**src/rtl/decode_exec_stage.sv**
```systemverilog
// Decode-to-execute pipeline register with load-use interlock, branch flush,
// writeback bypass into captured and held operands, and a saturating bubble counter.
module decode_exec_stage #(
   parameter int DATA_W = 32,
   parameter int ADDR_W = 4,
   parameter int NREAD  = 3,
   parameter int CTRL_W = 8,
   parameter int PC_IDX = 15,
   parameter int CNT_W  = 16
) (
   input  logic                     clk,
   input  logic                     reset,
   input  logic                     in_valid,
   input  logic [NREAD*ADDR_W-1:0]  in_ra,
   input  logic [NREAD-1:0]         in_ra_used,
   input  logic [NREAD*DATA_W-1:0]  in_rd,
   input  logic [DATA_W-1:0]        in_ext,
   input  logic [ADDR_W-1:0]        in_wa,
   input  logic [CTRL_W-1:0]        in_ctrl,
   input  logic [3:0]               in_cond,
   input  logic                     in_regwrite,
   input  logic                     in_memtoreg,
   input  logic                     in_branch,
   input  logic                     ex_stall,
   input  logic                     branch_taken,
   input  logic                     wb_we,
   input  logic [ADDR_W-1:0]        wb_wa,
   input  logic [DATA_W-1:0]        wb_wd,
   output logic                     out_valid,
   output logic                     out_regwrite,
   output logic                     out_memtoreg,
   output logic                     out_branch,
   output logic [NREAD*DATA_W-1:0]  out_rd,
   output logic [NREAD*ADDR_W-1:0]  out_ra,
   output logic [DATA_W-1:0]        out_ext,
   output logic [ADDR_W-1:0]        out_wa,
   output logic [CTRL_W-1:0]        out_ctrl,
   output logic [3:0]               out_cond,
   output logic                     stall_d,
   output logic                     flush_d,
   output logic [CNT_W-1:0]         bubble_cnt
);

   localparam logic [ADDR_W-1:0] PC_A = ADDR_W'(PC_IDX);

   logic                    load_use;
   logic                    bubble;
   logic                    wb_ok;
   logic [NREAD*DATA_W-1:0] cap_rd;
   logic [NREAD*DATA_W-1:0] hold_rd;

   // The PC register is never a real hazard or bypass target.
   always_comb begin
      load_use = 1'b0;
      for (int unsigned i = 0; i < NREAD; i++) begin
         if (in_ra_used[i] && (in_ra[i*ADDR_W +: ADDR_W] == out_wa))
            load_use = 1'b1;
      end
      load_use = load_use & in_valid & out_valid & out_regwrite & out_memtoreg
                 & (out_wa != PC_A);
   end

   assign wb_ok = wb_we & (wb_wa != PC_A);

   always_comb begin
      cap_rd  = in_rd;
      hold_rd = out_rd;
      for (int unsigned i = 0; i < NREAD; i++) begin
         if (wb_ok && (wb_wa == in_ra[i*ADDR_W +: ADDR_W]))
            cap_rd[i*DATA_W +: DATA_W] = wb_wd;
         if (wb_ok && (wb_wa == out_ra[i*ADDR_W +: ADDR_W]))
            hold_rd[i*DATA_W +: DATA_W] = wb_wd;
      end
   end

   assign bubble  = ~ex_stall & (branch_taken | load_use);
   assign stall_d = ex_stall | (~branch_taken & load_use);
   assign flush_d = ~ex_stall & branch_taken;

   always_ff @(posedge clk or posedge reset) begin
      if (reset) begin
         out_valid    <= 1'b0;
         out_regwrite <= 1'b0;
         out_memtoreg <= 1'b0;
         out_branch   <= 1'b0;
         out_rd       <= '0;
         out_ra       <= '0;
         out_ext      <= '0;
         out_wa       <= '0;
         out_ctrl     <= '0;
         out_cond     <= '0;
         bubble_cnt   <= '0;
      end else if (ex_stall) begin
         out_rd <= hold_rd;
      end else if (bubble) begin
         out_valid    <= 1'b0;
         out_regwrite <= 1'b0;
         out_memtoreg <= 1'b0;
         out_branch   <= 1'b0;
         out_rd       <= '0;
         out_ra       <= '0;
         out_ext      <= '0;
         out_wa       <= '0;
         out_ctrl     <= '0;
         out_cond     <= '0;
         if (bubble_cnt != '1)
            bubble_cnt <= bubble_cnt + CNT_W'(1);
      end else begin
         out_valid    <= in_valid;
         out_regwrite <= in_valid & in_regwrite;
         out_memtoreg <= in_valid & in_memtoreg;
         out_branch   <= in_valid & in_branch;
         out_rd       <= cap_rd;
         out_ra       <= in_ra;
         out_ext      <= in_ext;
         out_wa       <= in_wa;
         out_ctrl     <= in_ctrl;
         out_cond     <= in_cond;
      end
   end

endmodule

```
**config.mk**
```make
export PLATFORM = sky130hd
export DESIGN_NAME = decode_exec_stage
export DESIGN_NICKNAME = d
export VERILOG_FILES = /design/src/rtl/decode_exec_stage.sv
export SDC_FILE = /design/constraint.sdc
export NUM_CORES = 1
export LEC_CHECK = 0
export BUFFER_PORTS_ARGS = -buffer_cell sky130_fd_sc_hd__clkbuf_2
export CORE_AREA = 2 2 147 149
export CTS_BUF_LIST = sky130_fd_sc_hd__clkbuf_4
export CTS_CLUSTER_DIAMETER = 150
export DETAILED_ROUTE_END_ITERATION = 12
export DIE_AREA = 0 0 149 151
export GPL_TIMING_DRIVEN = 0
export MAX_ROUTING_LAYER = met4
export PLACE_DENSITY_LB_ADDON = 0.12
export SETUP_SLACK_MARGIN = 0.3
export SKIP_CTS_REPAIR_TIMING = 1
export SYNTH_ARGS = -nofsm -noshare
export SYNTH_HDL_FRONTEND = slang
export SYNTH_SLANG_ARGS = --single-unit
```
**constraint.sdc**
```tcl
create_clock -name clk -period 8.2 [get_ports clk]
set_clock_uncertainty 0.1 [all_clocks]
set_input_delay 1.64 -clock clk [delete_from_list [all_inputs] [get_ports clk]]
set_output_delay 1.64 -clock clk [all_outputs]
set_load 0.02 [all_outputs]
```
==> out/qor.txt <==
status: completed
Clock Path Buffers: 2
Final WS setup: 2050 ps
Post-synth top cells: dfrtp_1, nand2_1, mux2i_1, o21a_1, o21ai_0
filler instances: 2003
top cells by area, synth: dfrtp_1, mux2i_1, o21a_1
Clk Latency, worst-skew pair: 570 ps
library cells used by synthesis: 39
xor/xnor cell area share of the yosys netlist: 4.52%
fin area: 11700 um2
worst setup path category: input pin to output pin
Final Hold Violating Endpoints: 0
largest net degree at the start of global routing: 103
post-synthesis simple-gate area fraction: 10.1%
I/O Pins: 382
initial core utilization: 43.8%
Tot Pwr: 2.15 mW
PwrDens: 185 nW/um2
final slew viol count: 0
via density per instance: 5.60
CP Launch Type: input pin
Synth Area in Adders: 0.137%
crit-path max cell delay: 550 ps
critical-path maximum fanout: 10
Synthesized Nets: 1099
dpl hpwl: 25400 um
compound-gate portion of the synthesized area: 21.7%
post-synthesis register bit count: 176
Final Cycle Share: 75.0%
drt initial violations: 490
CTS tree: done
post-route ant nets: 0
nets@finish: 1495
mux contribution to synthesized area: 10.7%
placement row count: 53
area of the core: 20800 um2
min Tclk post-route: 6150 ps
area of the die: 22500 um2
most used flip-flop cell after synthesis: dfrtp_1
Pleak: 5.26 nW
Cells after Synth: 894
Rel. slew slack: 31.8%
Crit path arrival time: 4410 ps
Worst Tran Pin Value: 1020 ps
Sequential Area: 4400 um2
synth warn: 0
Post-Place Worst Slack: 1970 ps
CP dominant cell by count: clkbuf_1
f_max: 163 MHz
Initial DRT Pass Iterations: 7
Root Buffer: clkbuf_4
final RePlAce weighted congestion: 0.893
H-tree Lvls: 4
Max VDD drop: 0.000101 V
final setup fails: 0
Async SR Flop Fraction: 100%
Die Width: 149 um
vias in the first global route: 8768
TritonCTS Buffers: 17
multi-input logic area: 4290 um2
global route total overflow: 0
CP cell instances: clkbuf_1 > clkbuf_1 > clkbuf_1 > clkbuf_1 > clkbuf_1 > o21bai_1 > clkbuf_2
count leader, synth: dfrtp_1
Die Ht: 151 um
initial antenna violation count: 2
worst hold path class: register to register
CP max stage cell: clkbuf_1
placed standard-cell area: 11400 um2
Residual DRC: 0
max cap viols: 0
Post-synth EDFFs: 0
DR WL/cell: 21.2 um
Critical Path End Type: output pin
largest family of logic cells by synthesized area: compound AO/OA/AOI/OAI gates
syn avg cell area: 10.2 um2
Port Buf Inserts: 376
vias: 8851
largest area contributor in the netlist: dfrtp_1
Critical Path RT: 6460 ps
synthesized area: 9110 um2
Synth top area share: 48.3%
clock sinks: 176
first-pass GRT wire length: 50500 um
share of post-route cells with drive strength above 1: 33.6%
RSZ-0062 raised after global routing: false
WL final: 33600 um
clk slew on worst S/H paths: 170 ps
GRT Total Usage: 30.4%
Syn-to-layout area delta: 28.0%
Seq/Total Area, Yosys: 48.3%
==> worst paths after layout <==
check / from / cells after the start / endpoint / slack [ps]
worst min-delay path: out_ext[22]$_DFFE_PP0N_ / 2 / out_ext[22]$_DFFE_PP0N_ / 400
worst max-delay path: ex_stall / 7 / stall_d / 2050
worst min register to register: out_ext[22]$_DFFE_PP0N_ / 2 / out_ext[22]$_DFFE_PP0N_ / 400
worst max register to register: out_wa[3]$_DFFE_PP0N_ / 8 / out_rd[18]$_DFFE_PP0P_ / 5360
max in group asynchronous: reset / 3 / out_rd[3]$_DFFE_PP0P_ / 6120
min in group asynchronous: reset / 2 / out_rd[54]$_DFFE_PP0P_ / 990
==> sequential cells by signal, summed over array words and instances (netlist names) <==
name          count
out_rd           96
out_ext          32
bubble_cnt       16
out_ra           12
out_ctrl          8
out_cond          4
out_wa            4
out_branch        1
out_memtoreg      1
out_regwrite      1
out_valid         1
==> through the flow <==
stage | std cells | hold WS, ps | utilization, % | setup TNS, ps
detailed placement | 1546 | 373 | 54.6 | 0
global route | 1580 | 425 | 56.0 | 0
finish | 1580 | 402 | 56.0 | 0
CTS | 1578 | 402 | 56.0 | 0
floorplan | 894 | 489 | - | 0
global placement | 1545 | 368 | 54.4 | -112410
==> cell usage in the layout, fill, tap and decap left out, drive strengths merged, types with 2 or more instances in the layout <==
| master | netlist | routed |
|---|---|---|
| xor2 | 9 | 9 |
| inv | 7 | 16 |
| nand3 | 11 | 11 |
| a41o | 3 | 3 |
| xnor2 | 38 | 38 |
| nand2 | 162 | 162 |
| nor2 | 6 | 6 |
| nand4 | 11 | 11 |
| nor4b | 2 | 2 |
| nand2b | 4 | 4 |
| o21a | 96 | 96 |
| clkinv | 0 | 2 |
| o21ai | 66 | 66 |
| nor4 | 4 | 4 |
| o311ai | 96 | 96 |
| buf | 30 | 31 |
| nor3 | 7 | 7 |
| and3 | 2 | 2 |
| clkinvlp | 0 | 2 |
| mux2i | 96 | 96 |
| o31ai | 2 | 2 |
| diode | 0 | 2 |
| and4 | 2 | 2 |
| clkbuf | 53 | 447 |
| dfrtp | 176 | 176 |
==> cell families after synthesis <==
group | Yosys count
AOI/OAI and AO/OA | 268
and+or+nand+nor | 215
DFF | 176
muxes | 97
buffers and inverters | 90
xor gates and xnor gates | 47
adders and majority gates | 1
==> critical path: cells and delay by family <==
kind,cells,cell delay [ps]
buffers and inverters,6,2580
AO/OA/AOI/OAI,1,190
==> cell type report <==
cell class                      instances  share of cell area [%]
Antenna cell                            2                  0.0429
Multi-Input combinational cell        628                    36.8
Inverter                                7                   0.290
Sequential cell                       176                    37.8
Timing Repair Buffer                  377                    16.4
Tap cell                              275                    2.95
Clock buffer                           18                    1.16
Buffer                                 83                    3.33
Clock inverter                         14                    1.27
==> report_power, final <==
| part | total, mW | internal (mW) | switching, mW |
|---|---|---|---|
| sequential | 1.04 | 0.965 | 0.0707 |
| clock | 0.520 | 0.167 | 0.353 |
| combinational | 0.599 | 0.221 | 0.377 |
==> layer usage <==
| layer | track usage (%) | share of wire [%] |
|---|---|---|
| met1 | 37.9 | 41 |
| met2 | 50.0 | 49 |
| met4 | 8.86 | 2.5 |
| met5 | - | 0 |
| met3 | 6.81 | 7.8 |
Power figures use the tool's default switching activity.
